==> src/rtl/vn_em_ctrl_pkg.sv <==
// Shared definitions for the variable-node edge-memory controller.
package vn_em_ctrl_pkg;

  localparam int unsigned LFSR_W = 8;
  localparam int unsigned SEL_W  = 3;

  // Feedback taps for x^8+x^6+x^5+x^4+1 on a left-shifting register (bits 7,5,4,3).
  localparam logic [LFSR_W-1:0] LFSR_TAPS = 8'hB8;

  localparam logic [1:0] ST_IDLE = 2'd0;
  localparam logic [1:0] ST_FILL = 2'd1;
  localparam logic [1:0] ST_RUN  = 2'd2;

  // One Fibonacci step: shift left, XOR of tapped bits enters at bit 0.
  function automatic logic [LFSR_W-1:0] lfsr_step(input logic [LFSR_W-1:0] v);
    return {v[LFSR_W-2:0], ^(v & LFSR_TAPS)};
  endfunction

  // Fold a 3-bit random value into the EM address range 0..n-1 (n >= 4).
  function automatic logic [SEL_W-1:0] sel_map(input logic [SEL_W-1:0] r,
                                               input int unsigned    n);
    if (32'(r) < n) return r;
    else            return r - SEL_W'(n);
  endfunction

endpackage

==> src/rtl/vn_em_ctrl_lfsr8.sv <==
// Seeded, enable-gated 8-bit Fibonacci LFSR shared by variable-node blocks.
module lfsr8
  import vn_em_ctrl_pkg::*;
#(
  parameter logic [LFSR_W-1:0] SEED = 8'hA5
) (
  input  logic              clk,
  input  logic              rst_n,
  input  logic              adv_i,
  output logic [LFSR_W-1:0] state_o
);

  logic [LFSR_W-1:0] lfsr_q, lfsr_d;

  // Advance only when requested; otherwise hold.
  always_comb begin
    lfsr_d = lfsr_q;
    if (adv_i) lfsr_d = lfsr_step(lfsr_q);
  end

  // State register with synchronous seed load.
  always_ff @(posedge clk) begin
    if (!rst_n) lfsr_q <= SEED;
    else        lfsr_q <= lfsr_d;
  end

  assign state_o = lfsr_q;

endmodule

==> src/rtl/vn_em_ctrl.sv <==
// Edge-memory controller for a stochastic LDPC variable node: fills the EM
// with channel bits, then forwards agreeing bits or replays a random EM bit.
module vn_em_ctrl
  import vn_em_ctrl_pkg::*;
#(
  parameter int unsigned       N    = 8,
  parameter int unsigned       DI   = 3,
  parameter logic [LFSR_W-1:0] SEED = 8'hA5
) (
  input  logic             CLK,
  input  logic             RESET,
  input  logic             START,
  input  logic             EN,
  input  logic             CH,
  input  logic [DI-1:0]    IN,
  input  logic             EM_OUT,
  output logic             TRIG,
  output logic             EM_IN,
  output logic [SEL_W-1:0] SEL,
  output logic             OUT,
  output logic             READY
);

  localparam int unsigned CNT_W = $clog2(N + 1);

  logic [1:0]        state_q, state_d;
  logic [CNT_W-1:0]  cnt_q, cnt_d;
  logic              out_q, out_d;
  logic              em_in_q, em_in_d;
  logic              ready_q, ready_d;
  logic [SEL_W-1:0]  sel_q, sel_d;
  logic              pulse_q, pulse_d;
  logic              tog_q, tog_d;
  logic              tog_n_q;
  logic              lfsr_adv;
  logic              regular;
  logic [LFSR_W-1:0] lfsr_val;

  lfsr8 #(.SEED(SEED)) u_lfsr (
    .clk     (CLK),
    .rst_n   (RESET),
    .adv_i   (lfsr_adv),
    .state_o (lfsr_val)
  );

  // Regular state: channel bit and every incoming check bit agree.
  always_comb begin
    regular = (CH & (&IN)) | (~CH & ~(|IN));
  end

  // Next-state and output decisions for IDLE / FILL / RUN.
  always_comb begin
    state_d  = state_q;
    cnt_d    = cnt_q;
    out_d    = out_q;
    em_in_d  = em_in_q;
    pulse_d  = 1'b0;
    lfsr_adv = 1'b0;
    case (state_q)
      ST_IDLE: begin
        if (START) begin
          state_d = ST_FILL;
          cnt_d   = '0;
        end
      end
      ST_FILL: begin
        if (EN) begin
          em_in_d  = CH;
          out_d    = CH;
          pulse_d  = 1'b1;
          lfsr_adv = 1'b1;
          cnt_d    = cnt_q + CNT_W'(1);
          if (cnt_d == CNT_W'(N)) state_d = ST_RUN;
        end
      end
      ST_RUN: begin
        if (EN) begin
          lfsr_adv = 1'b1;
          if (regular) begin
            out_d   = CH;
            em_in_d = CH;
            pulse_d = 1'b1;
          end else begin
            out_d = EM_OUT;
          end
        end
      end
      default: state_d = ST_IDLE;
    endcase
    tog_d   = tog_q ^ pulse_d;
    ready_d = (state_d == ST_RUN);
    sel_d   = lfsr_adv ? sel_map(lfsr_step(lfsr_val)[SEL_W-1:0], N) : sel_q;
  end

  // Main register bank with synchronous active-low reset.
  always_ff @(posedge CLK) begin
    if (!RESET) begin
      state_q <= ST_IDLE;
      cnt_q   <= '0;
      out_q   <= 1'b0;
      em_in_q <= 1'b0;
      ready_q <= 1'b0;
      sel_q   <= sel_map(SEED[SEL_W-1:0], N);
      pulse_q <= 1'b0;
      tog_q   <= 1'b0;
    end else begin
      state_q <= state_d;
      cnt_q   <= cnt_d;
      out_q   <= out_d;
      em_in_q <= em_in_d;
      ready_q <= ready_d;
      sel_q   <= sel_d;
      pulse_q <= pulse_d;
      tog_q   <= tog_d;
    end
  end

  // Falling-edge copy of the toggle; its lag closes each TRIG pulse mid-cycle
  // so back-to-back shifts still present a falling edge to the EM.
  always_ff @(negedge CLK) begin
    tog_n_q <= tog_q;
  end

  assign TRIG  = pulse_q & (tog_q ^ tog_n_q);
  assign EM_IN = em_in_q;
  assign SEL   = sel_q;
  assign OUT   = out_q;
  assign READY = ready_q;

endmodule

==> config.mk <==
export PLATFORM = sky130hd
export DESIGN_NAME = vn_em_ctrl
export DESIGN_NICKNAME = d
export VERILOG_FILES = /design/src/rtl/vn_em_ctrl_pkg.sv /design/src/rtl/vn_em_ctrl_lfsr8.sv /design/src/rtl/vn_em_ctrl.sv
export SDC_FILE = /design/constraint.sdc
export NUM_CORES = 1
export LEC_CHECK = 0
export ABC_AREA = 0
export BUFFER_PORTS_ARGS = -buffer_cell sky130_fd_sc_hd__buf_2
export CAP_MARGIN = 20
export CORE_ASPECT_RATIO = 1.4
export CORE_MARGIN = 4
export CORE_UTILIZATION = 55
export DETAILED_ROUTE_END_ITERATION = 8
export GPL_ROUTABILITY_DRIVEN = 0
export GPL_TIMING_DRIVEN = 0
export PLACE_DENSITY = 0.77
export SYNTH_ARGS = -nofsm -noshare
export SYNTH_HDL_FRONTEND = slang
export SYNTH_SLANG_ARGS = --single-unit
==> constraint.sdc <==
create_clock -name CLK -period 1.65 [get_ports CLK]
set_input_delay 0.165 -clock CLK [delete_from_list [all_inputs] [get_ports CLK]]
set_output_delay 0.165 -clock CLK [all_outputs]
set_load 0.02 [all_outputs]
* After elaboration in Yosys (flattened, before gate mapping) *
Index checks and enable logic that the tools add are counted.

word-level totals
  register bits = 23
  input port bits = 9
  output and inout port bits = 7

operators by class
  $add $sub $neg = 1
  equality and inequality tests = 8
  mux-type cells = 19
  bitwise operators = 8
  reductions and logical operators = 10

operators by type and width
  operator                                                               number
  1-bit 2-to-1 mux                                                       9
  3-bit AND reduction                                                    3
  4-bit 2-to-1 mux                                                       2
  2-bit != test, second input constant                                   4
  4-bit case mux with 2 select lines                                     1
  8-bit parity                                                           1
  2-bit 2-to-1 mux                                                       3
  1-bit case mux with 2 select lines                                     3
  2-bit case mux with 3 select lines                                     1
  4-bit by 1-bit adder with 4-bit output, second input constant          1
  2-bit equality test, second input constant                             2
  4-bit equality test, second input constant                             1
  4-bit AND reduction                                                    1
  2-bit nonzero test                                                     2
  1-bit bitwise AND                                                      3
  3-bit OR reduction                                                     1
  2-bit by 1-bit equality test with 1-bit output, second input constant  1
  2-bit zero test                                                        1
  1-bit inverter                                                         2
  2-bit OR reduction                                                     1
  1-bit bitwise XOR                                                      2
  1-bit OR                                                               1

* Logic depth before layout (Yosys ltp) *
Gate-level depths: netlist of the first run.

  depth after elaboration = 8
  mapped depth = 6
  depth with buffers taken out = 5

* Cells and area by module *
Synthesis of the first run repeated with hierarchy kept, for this count alone.

second synthesis, totals
  cells, all modules = 128
  area, all modules = 1189.9 µm²

modules (own cells, without submodules)
  module      times used  cells each  area each (µm²)  sequential area each (µm²)
  vn_em_ctrl  1           100         875.8            300.3
  lfsr8       1           28          314.1            160.2

==> results of run 1 <==
cell families (layout without fill, tap and decap cells):
group / count (synthesis) / in the layout
and+or+nand+nor: 46 / 46
AOI/OAI and AO/OA: 36 / 36
DFF: 20 / 20
xor gates and xnor gates: 4 / 4
buffers and inverters: 16 / 32
adders and majority gates: 6 / 6
muxes: 1 / 1
sequential cells by signal, indices dropped and copies added, names as in the netlist, 2 cells and up:
register	flops
cnt_q	4
state_q	2
u_lfsr.state_o	6
SEL	2
power breakdown:
group / internal [mW] / total, mW / switching, mW
sequential: 0.548 / 0.601 / 0.0527
combinational: 0.208 / 0.483 / 0.275
clock: 0.0914 / 0.243 / 0.152
cells in the mapped netlist (all sizes together), types with 2 or more instances:
library cell | n | area [µm²]
and2 | 3 | 18.8
nor2b | 3 | 18.8
o21a | 2 | 15.0
dfxtp | 20 | 400
or3 | 2 | 12.5
ha | 6 | 75.1
o211ai | 4 | 35.0
a211oi | 3 | 22.5
buf | 7 | 63.8
nand2 | 18 | 83.8
a31oi | 4 | 25.0
nand4 | 3 | 18.8
nor2 | 2 | 7.51
clkbuf | 2 | 7.51
nand3 | 9 | 45.0
a21oi | 9 | 45.0
xnor2 | 3 | 26.3
inv | 7 | 26.3
o21ai | 6 | 30.0
nand2b | 3 | 18.8
worst max-delay path by stage:
stage	cells after the start	to	slack, ns	from
global placement	3	TRIG	-0.07	tog_n_q
finish	3	TRIG	-0.41	tog_n_q
global route	3	TRIG	-0.45	tog_n_q
CTS	3	TRIG	-0.42	tog_n_q
detailed placement	3	TRIG	-0.08	tog_n_q
floorplan	2	TRIG	0.009	tog_n_q
layout make-up:
type                    instances  share of cell area, %
multi-input cells              93                   50.2
repair buffers                 13                   5.72
well taps                      21                   2.11
inverters                       6                   1.81
flip-flops and latches         20                   32.3
clock buffers                   3                   1.81
clock inverters                 2                  0.602
plain buffers                   8                   5.42
through the flow:
stage	util (%)	std cells
floorplan	-	129
global placement	61.7	163
detailed placement	61.7	163
CTS	63.4	167
global route	63.9	166
finish	63.9	166
timing repair:
| action | CTS | global route |
|---|---|---|
| setup endpoints to repair | 2 | 9 |
| pin swaps | 1 | 0 |
| resized for setup | 3 | 5 |
| cloned | 0 | 0 |
layer usage:
layer / routed length (µm) / up-vias / track usage [%]
met5: 0 / - / 0
met4: 47 / 0 / 9.76
met3: 63 / 4 / 2.63
met2: 1130 / 13 / 30.9
met1: 903 / 448 / 19.6
li1: - / 491 / -
critical path: stages, from the launching register on:
cell,delay (ns)
dfxtp_1,0.30
xor2_1,0.15
and2_1,0.15
buf_6,0.13
==> metrics.cfg, run 1 <==
[detailed_routing]
vias = 956
drcViolationCount = 0
drt-wirelength-per-cell_um = 12.9
drt_iter0_drc = 30
avgViaCountPerCell = 5.76
ant_nets = 0
totalWireLength_um = 2140
dr.pass1.iters = 4

[synth]
synth.distinct_cells = 36
yosysSeqAreaShare_pct = 36.0
syn_avg_cell_area_um2 = 8.61
synthArstFlopShare_pct = 0
synth_compound_area_share_pct = 22.1
synth_ff_type = dfxtp_1
synthSimpleGateAreaFrac_pct = 22.3
synthMuxAreaShare_pct = 0.901
synth_xor_area_share_pct = 3.15
synth-seq-cells = 20
synthCells = 129
postSynthNetCount = 144
yosys_warnings = 0
synth_adder_area_share_pct = 6.76
synth_edf_count = 0
netlist_area_um2 = 1110
synth_top_family_by_area = simple AND/OR/NAND/NOR gates

[clock_network]
cts_made_buffers = 3
clkTransAtPathRegs_ns = 0.11
root_buffer = clkbuf_4
cts_setup_buffers = 0
cts_max_level = 1
cts_tree = done
holdBufCountCts = 0
worstSkewPairLatency_ns = 0.35
clockBufferDepth = 2
cts_num_sinks = 20

[critical_path]
reg2reg_slack_ns = 0.09
r2r_start = state_q[0]
ff2ff_path_depth = 5
cp-start-kind = register
worstReg2RegEnd = cnt_q[3]
worstPathArrival_ns = 1.90
required_ns = 1.48
crit_type = register to primary output
endpoint_kind = primary output
path_max_fanout = 1

[cells_and_area]
multi_input_area_um2 = 626
fin_area_um2 = 1250
drive_gt1_share_pct = 22.1
diodes = 0
final_common_cell = dfxtp_1
nFillCells = 174
register_area_um2 = 403
finalNetCount = 161
area_growth_pct = 12.2
most-common-layout-cells = dfxtp_1 (18), nand2_1 (17), buf_2 (12)

[hold_path]
hold_depth = 2
hold_start = RESET
whs_endpoint = u_lfsr.state_o[7]
hold_path.class = input port to register

[global_routing]
grt_pass1_vias = 862
antenna_found_initial = 0
grt_max_degree = 12
grt_usage_pct = 17.6
grt-ovfl-total = 0
grt_pass1_wl_um = 3620

[floorplanning]
die_x_um = 46.0
io-pin-count = 16
design.core.area_um2 = 1950
die_h_um = 61.2
num_rows = 19
die-area_um2 = 2810
start_util_pct = 57.0

[pwr]
powerDensity_nw_per_um2 = 1070
ir_drop_v = 0.000763
finalPower_mw = 1.33
power_leakage_nw = 0.507

[timing]
worst_pin_slew_ns = 0.446
report.final.slew_viol_count = 0
max_slew_margin_pct = 70.3
setup_slack_ns = -0.412
rsz0062_at_grt = true
whs_ns = 0.0631
setup-violations-final = 1
final_hold_viol_count = 0
fin_setup_tns_ns = -0.412
clock_skew_ns = 0.0539

[placed_design]
place_area_um2 = 1200
place_ws_ns = -0.0780
port_buffers = 13
post-dp-hpwl_um = 1690

[outcome]
status = finished, violations left
violations = negative setup slack

[run]
maxCapViolCount = 0

Power figures use the tool's default switching activity.
==> inputs of run 2 (changes only) <==
Settings changed: GPL_TIMING_DRIVEN 0 to 1.
==> run 2 against run 1 <==
Compared with the run above:
- the flow still finishes with violations (negative setup slack)
- hold slack gained 0.080 ns
- critical path depth stayed put
- clock-buffer cell count did not move
- die area stayed put
- non-clock buffer count decreased by 2
- wire length up 2.2%
- global-route usage decreased by 0.44 points
- clock skew is 0.0038 ns higher
- critical path type unchanged
- critical endpoint unchanged
- largest power group unchanged
- highest routed layer unchanged
==> metrics.cfg, run 2 (synthesized netlist as in run 1, its figures left out) <==
[timing]
final_hold_viol_count = 0  ; unchanged
rsz0062_at_grt = true
worst_pin_slew_ns = 0.347  ; -0.0986 ns
clock_skew_ns = 0.0576  ; +0.00378 ns
whs_ns = 0.143  ; +0.0800 ns
setup_slack_ns = -0.404  ; +0.00822 ns
max_slew_margin_pct = 76.8  ; +6.5 points
setup-violations-final = 1  ; unchanged
report.final.slew_viol_count = 0  ; unchanged

[clock_network]
clkTransAtPathRegs_ns = 0.11  ; about the same
cts_max_level = 1  ; unchanged
cts_tree = done
clockBufferDepth = 2  ; unchanged
worstSkewPairLatency_ns = 0.34  ; about the same
cts_num_sinks = 20  ; unchanged
cts_setup_buffers = 0  ; unchanged
cts_made_buffers = 3  ; unchanged
root_buffer = clkbuf_4

[global_routing]
grt_pass1_wl_um = 3640  ; +0.58%
grt-ovfl-total = 0  ; unchanged
grt_max_degree = 12  ; unchanged
grt_usage_pct = 17.1  ; -0.44 points
antenna_found_initial = 0  ; unchanged
grt_pass1_vias = 892  ; +3.5%

[critical_path]
worstPathArrival_ns = 1.89  ; about the same
ff2ff_path_depth = 5  ; unchanged
r2r_start = state_q[1]
cp-start-kind = register
reg2reg_slack_ns = 0.14  ; +0.05 ns
required_ns = 1.48  ; about the same
path_max_fanout = 1  ; unchanged
worstReg2RegEnd = cnt_q[3]
endpoint_kind = primary output
crit_type = register to primary output
cp-startpoint = tog_n_q

[detailed_routing]
drt_iter0_drc = 32  ; +6.7%
top_layer = met4
dr.pass1.iters = 4  ; unchanged
totalWireLength_um = 2190  ; +2.2%
ant_nets = 0  ; unchanged
drcViolationCount = 0  ; unchanged
wl_met3_um = 87  ; +38%
met2_length_um = 1150  ; +1.8%
vias = 944  ; -1.3%
avgViaCountPerCell = 5.76  ; about the same
drt-wirelength-per-cell_um = 13.3  ; +3.5%
met1_length_um = 938  ; +3.9%

[floorplanning]
design.core.area_um2 = 1950  ; unchanged
start_util_pct = 57.0  ; unchanged
die-area_um2 = 2810  ; unchanged
die_h_um = 61.2  ; unchanged
die_x_um = 46.0  ; unchanged
num_rows = 19  ; unchanged
io-pin-count = 16  ; unchanged

[pwr]
power_leakage_nw = 0.495  ; -2.5%
finalPower_mw = 1.31  ; -1.7%
powerDensity_nw_per_um2 = 1080  ; +1.4%
ir_drop_v = 0.000681  ; -11%

[placed_design]
place_area_um2 = 1170  ; -2.6%
port_buffers = 15  ; +2
post-dp-hpwl_um = 1700  ; +0.75%
place_ws_ns = -0.0793  ; -0.00128 ns

[run]
maxCapViolCount = 0  ; unchanged

[cells_and_area]
largest_reg_flops = 6  ; unchanged
finalNetCount = 159  ; -1.2%
area_growth_pct = 8.78
postLayoutCoreUtil_pct = 62.0  ; -1.9 points
final_common_cell = dfxtp_1
drive_gt1_share_pct = 19.6  ; -2.5 points
fin_area_um2 = 1210  ; -3.0%
most-common-layout-cells = dfxtp_1 (19), nand2_1 (17), buf_2 (14)
diodes = 0  ; unchanged

[outcome]
status = finished, violations left
violations = negative setup slack

[hold_path]
hold_path.class = input port to register
hold_start = RESET
hold_depth = 2  ; unchanged
whs_endpoint = u_lfsr.state_o[2]

==> run 2: metal layers <==
layer | global-route usage (%) | vias to the layer above
li1 | - | 486
met1 | 18.3 | 440
met2 | 32.3 | 16
met3 | 3.22 | 2
met4 | 6.10 | 0
met5 | 0 | -
==> run 2: report_power, final <==
| part | leakage, nW | switching [mW] | internal, mW |
|---|---|---|---|
| Sequential | 0.163 | 0.0472 | 0.548 |
| Combinational | 0.311 | 0.275 | 0.198 |
| Clock | 0.0207 | 0.146 | 0.0910 |
| Total | 0.495 | 0.469 | 0.837 |
==> run 2: stage by stage <==
| stage | cells | setup TNS [ns] |
|---|---|---|
| after floorplan | 129 | 0 |
| after global placement | 160 | -0.0616 |
| after detailed placement | 160 | -0.106 |
| after CTS | 164 | -0.417 |
| after global routing | 164 | -0.447 |
| final | 164 | -0.404 |
==> run 2: final cells by class <==
class	count	area, µm²
multi-input combinational	93	617
clock inverter	2	7.51
clock buffer	3	22.5
inverter	6	22.5
sequential	20	402
tap	21	26.3
fill	186	741
timing repair buffer	19	111
==> run 2: worst max path at each step <==
stage / end / slack [ns] / cells past startpoint
after CTS: TRIG / -0.42 / 3
after global routing: TRIG / -0.45 / 3
final: TRIG / -0.40 / 3
after global placement: TRIG / -0.06 / 3
after detailed placement: TRIG / -0.08 / 3
after floorplan: TRIG / 0.009 / 2
==> run 2: worst max-delay path: stages (launching register included) <==
cell	delay, ns
dfxtp_1	0.30
xor2_1	0.15
and2_1	0.15
buf_6	0.13
==> run 2: repair_timing <==
item / CTS / global route
pin swaps: 1 / 0
gates resized for setup: 3 / 2
setup endpoints to repair: 2 / 2
hold buffers: 0 / 0
==> inputs of run 3 (changes only) <==
Settings changed: BUFFER_PORTS_ARGS -buffer_cell sky130_fd_sc_hd__buf_2 to unset, CORE_UTILIZATION 55 to 60, DONT_BUFFER_PORTS set to 1, PLACE_DENSITY 0.77 to 0.76.
==> run 3 against run 2 <==
Compared with the run above:
- the run still ends with negative setup slack left
- hold slack got worse by 0.099 ns
- clock-buffer cell count rose by 1
- wire length down 9.0%
- critical endpoint unchanged
==> metrics.cfg, run 3 (synthesized netlist as in run 1, its figures left out) <==
[global_routing]
grt_pass1_vias = 877  ; -1.7%
grt-ovfl-total = 0  ; unchanged
antenna_found_initial = 0  ; unchanged
grt_pass1_wl_um = 3640  ; +0.19%
grt_usage_pct = 18.1  ; +0.96 points
grt_max_degree = 12  ; unchanged

[placed_design]
place_ws_ns = -0.0138  ; +0.0655 ns
dp.cells = 142  ; -11%
port_buffers = 0  ; -15
post-dp-hpwl_um = 1470  ; -14%

[cells_and_area]
area_growth_pct = 2.59
postLayoutCoreUtil_pct = 64.9  ; +2.9 points
finalNetCount = 143  ; -10%
diodes = 0  ; unchanged
drive_gt1_share_pct = 11.0  ; -8.6 points
final_common_cell = dfxtp_1
largest_reg_flops = 6  ; unchanged
finalNonFillerCells = 147  ; -10%
most-common-layout-cells = dfxtp_1 (18), nand2_1 (17), a21oi_1 (9), nand3_1 (9), inv_1 (7)
multi_input_area_um2 = 622  ; +0.81%
nFillCells = 149  ; -20%
register_area_um2 = 403  ; +0.31%

[critical_path]
reg2reg_slack_ns = 0.11  ; -0.03 ns
endpoint_kind = primary output
required_ns = 1.48  ; about the same
worstPathArrival_ns = 1.79  ; -0.10 ns
worstReg2RegEnd = cnt_q[3]
crit_type = register to primary output
r2r_start = state_q[0]
path_max_fanout = 1  ; unchanged
ff2ff_path_depth = 5  ; unchanged
cp-start-kind = register

[clock_network]
cts_max_level = 1  ; unchanged
cts_made_buffers = 3  ; unchanged
cts_tree = done
cts_num_sinks = 20  ; unchanged
clkTransAtPathRegs_ns = 0.11  ; about the same
worstSkewPairLatency_ns = 0.35  ; about the same
root_buffer = clkbuf_4
cts_setup_buffers = 0  ; unchanged
clockBufferDepth = 2  ; unchanged

[timing]
whs_ns = 0.0440  ; -0.0992 ns
report.final.slew_viol_count = 0  ; unchanged
rsz0062_at_grt = true
max_slew_margin_pct = 75.1  ; -1.7 points
setup-violations-final = 1  ; unchanged
final_hold_viol_count = 0  ; unchanged
setup_slack_ns = -0.309  ; +0.0953 ns
worst_pin_slew_ns = 0.372  ; +0.0252 ns
clock_skew_ns = 0.0555  ; -0.00209 ns

[pwr]
powerDensity_nw_per_um2 = 1120  ; +3.7%
swShare_pct = 35.0  ; -0.89 points
switchingPower_uw = 447  ; -4.6%
finalPower_mw = 1.28  ; -2.2%
clockPowerShare_pct = 18.8  ; +0.6 points
pwr-share-comb_pct = 31.9  ; -4.3 points
power_leakage_nw = 0.429  ; -13%
pwr-share-seq_pct = 49.2  ; +3.6 points
ir_drop_v = 0.000660  ; -3.2%
power.internal_uw = 830  ; -0.80%

[outcome]
status = finished, violations left
violations = negative setup slack

[detailed_routing]
drt-wirelength-per-cell_um = 13.6  ; +1.6%
avgViaCountPerCell = 6.03  ; +4.8%
ant_nets = 0  ; unchanged
drt_iter0_drc = 21  ; -34%
dr.pass1.iters = 4  ; unchanged
totalWireLength_um = 1990  ; -9.0%
vias = 887  ; -6.0%
drcViolationCount = 0  ; unchanged

[run]
maxCapViolCount = 0  ; unchanged

[floorplanning]
num_rows = 18  ; -1
die-area_um2 = 2610  ; -7.1%
die_x_um = 44.4  ; -3.5%
io-pin-count = 16  ; unchanged
die_h_um = 58.9  ; -3.7%
start_util_pct = 63.2  ; +6.3 points
design.core.area_um2 = 1760  ; -9.9%

[hold_path]
whs_endpoint = tog_q
hold_path.class = input port to register
hold_depth = 2  ; unchanged
hold_start = RESET

[run 3: worst max-delay path, cell delays in order (launching register included)]
cell and delay (ns):
dfxtp_2 0.30, xor2_1 0.13, and2_4 0.19
[run 3: area by class of cell]
class                           count  area share, %
Sequential cell                    20           35.3
Timing Repair Buffer                3           3.29
Inverter                            6           1.98
Clock buffer                        4           2.31
Tap cell                           20           2.20
Clock inverter                      1          0.329
Multi-Input combinational cell     93           54.6
[run 3: power groups by stage]
stage	Combinational, mW	Clock (mW)	Sequential (mW)
final	0.408	0.241	0.628
after CTS	0.397	0.245	0.628
after detailed placement	0.389	0.00759	0.638
after floorplan	0.365	0.00759	0.606
after global routing	0.465	0.277	0.638
after global placement	0.380	0.00759	0.635
[run 3: stage by stage]
| step | setup TNS, ns | cell area (µm²) |
|---|---|---|
| floorplan | 0 | 1110 |
| CTS | -0.314 | 1130 |
| global route | -0.371 | 1140 |
| finish | -0.309 | 1140 |
| detailed placement | -0.0138 | 1090 |
| global placement | -0.00470 | 1090 |
[run 3: metal layers]
| metal | GRT usage (%) | vias up | routed length (µm) |
|---|---|---|---|
| met3 | 3.98 | 2 | 85 |
| met1 | 21.2 | 412 | 860 |
| met4 | 8.19 | 0 | 21 |
| met5 | 0 | - | 0 |
| li1 | - | 456 | - |
| met2 | 30.8 | 17 | 1020 |
[run 3: repair_timing]
action / 4_1_cts / 5_1_grt
gates resized for setup: 3 / 4
hold endpoints to repair: 5 / 0
pin swaps: 1 / 0
endpoints found under the setup margin: 1 / 4
hold buffers: 1 / 0
[run 3: how the worst max path moves through the flow]
stage / start / endpoint / slack (ns) / depth (start not counted)
3_3_place_gp: tog_n_q / TRIG / -0.005 / 2
3_5_place_dp: tog_n_q / TRIG / -0.01 / 2
6_report: tog_n_q / TRIG / -0.31 / 2
2_1_floorplan: tog_n_q / TRIG / 0.009 / 2
4_1_cts: tog_n_q / TRIG / -0.31 / 2
5_1_grt: tog_n_q / TRIG / -0.37 / 2
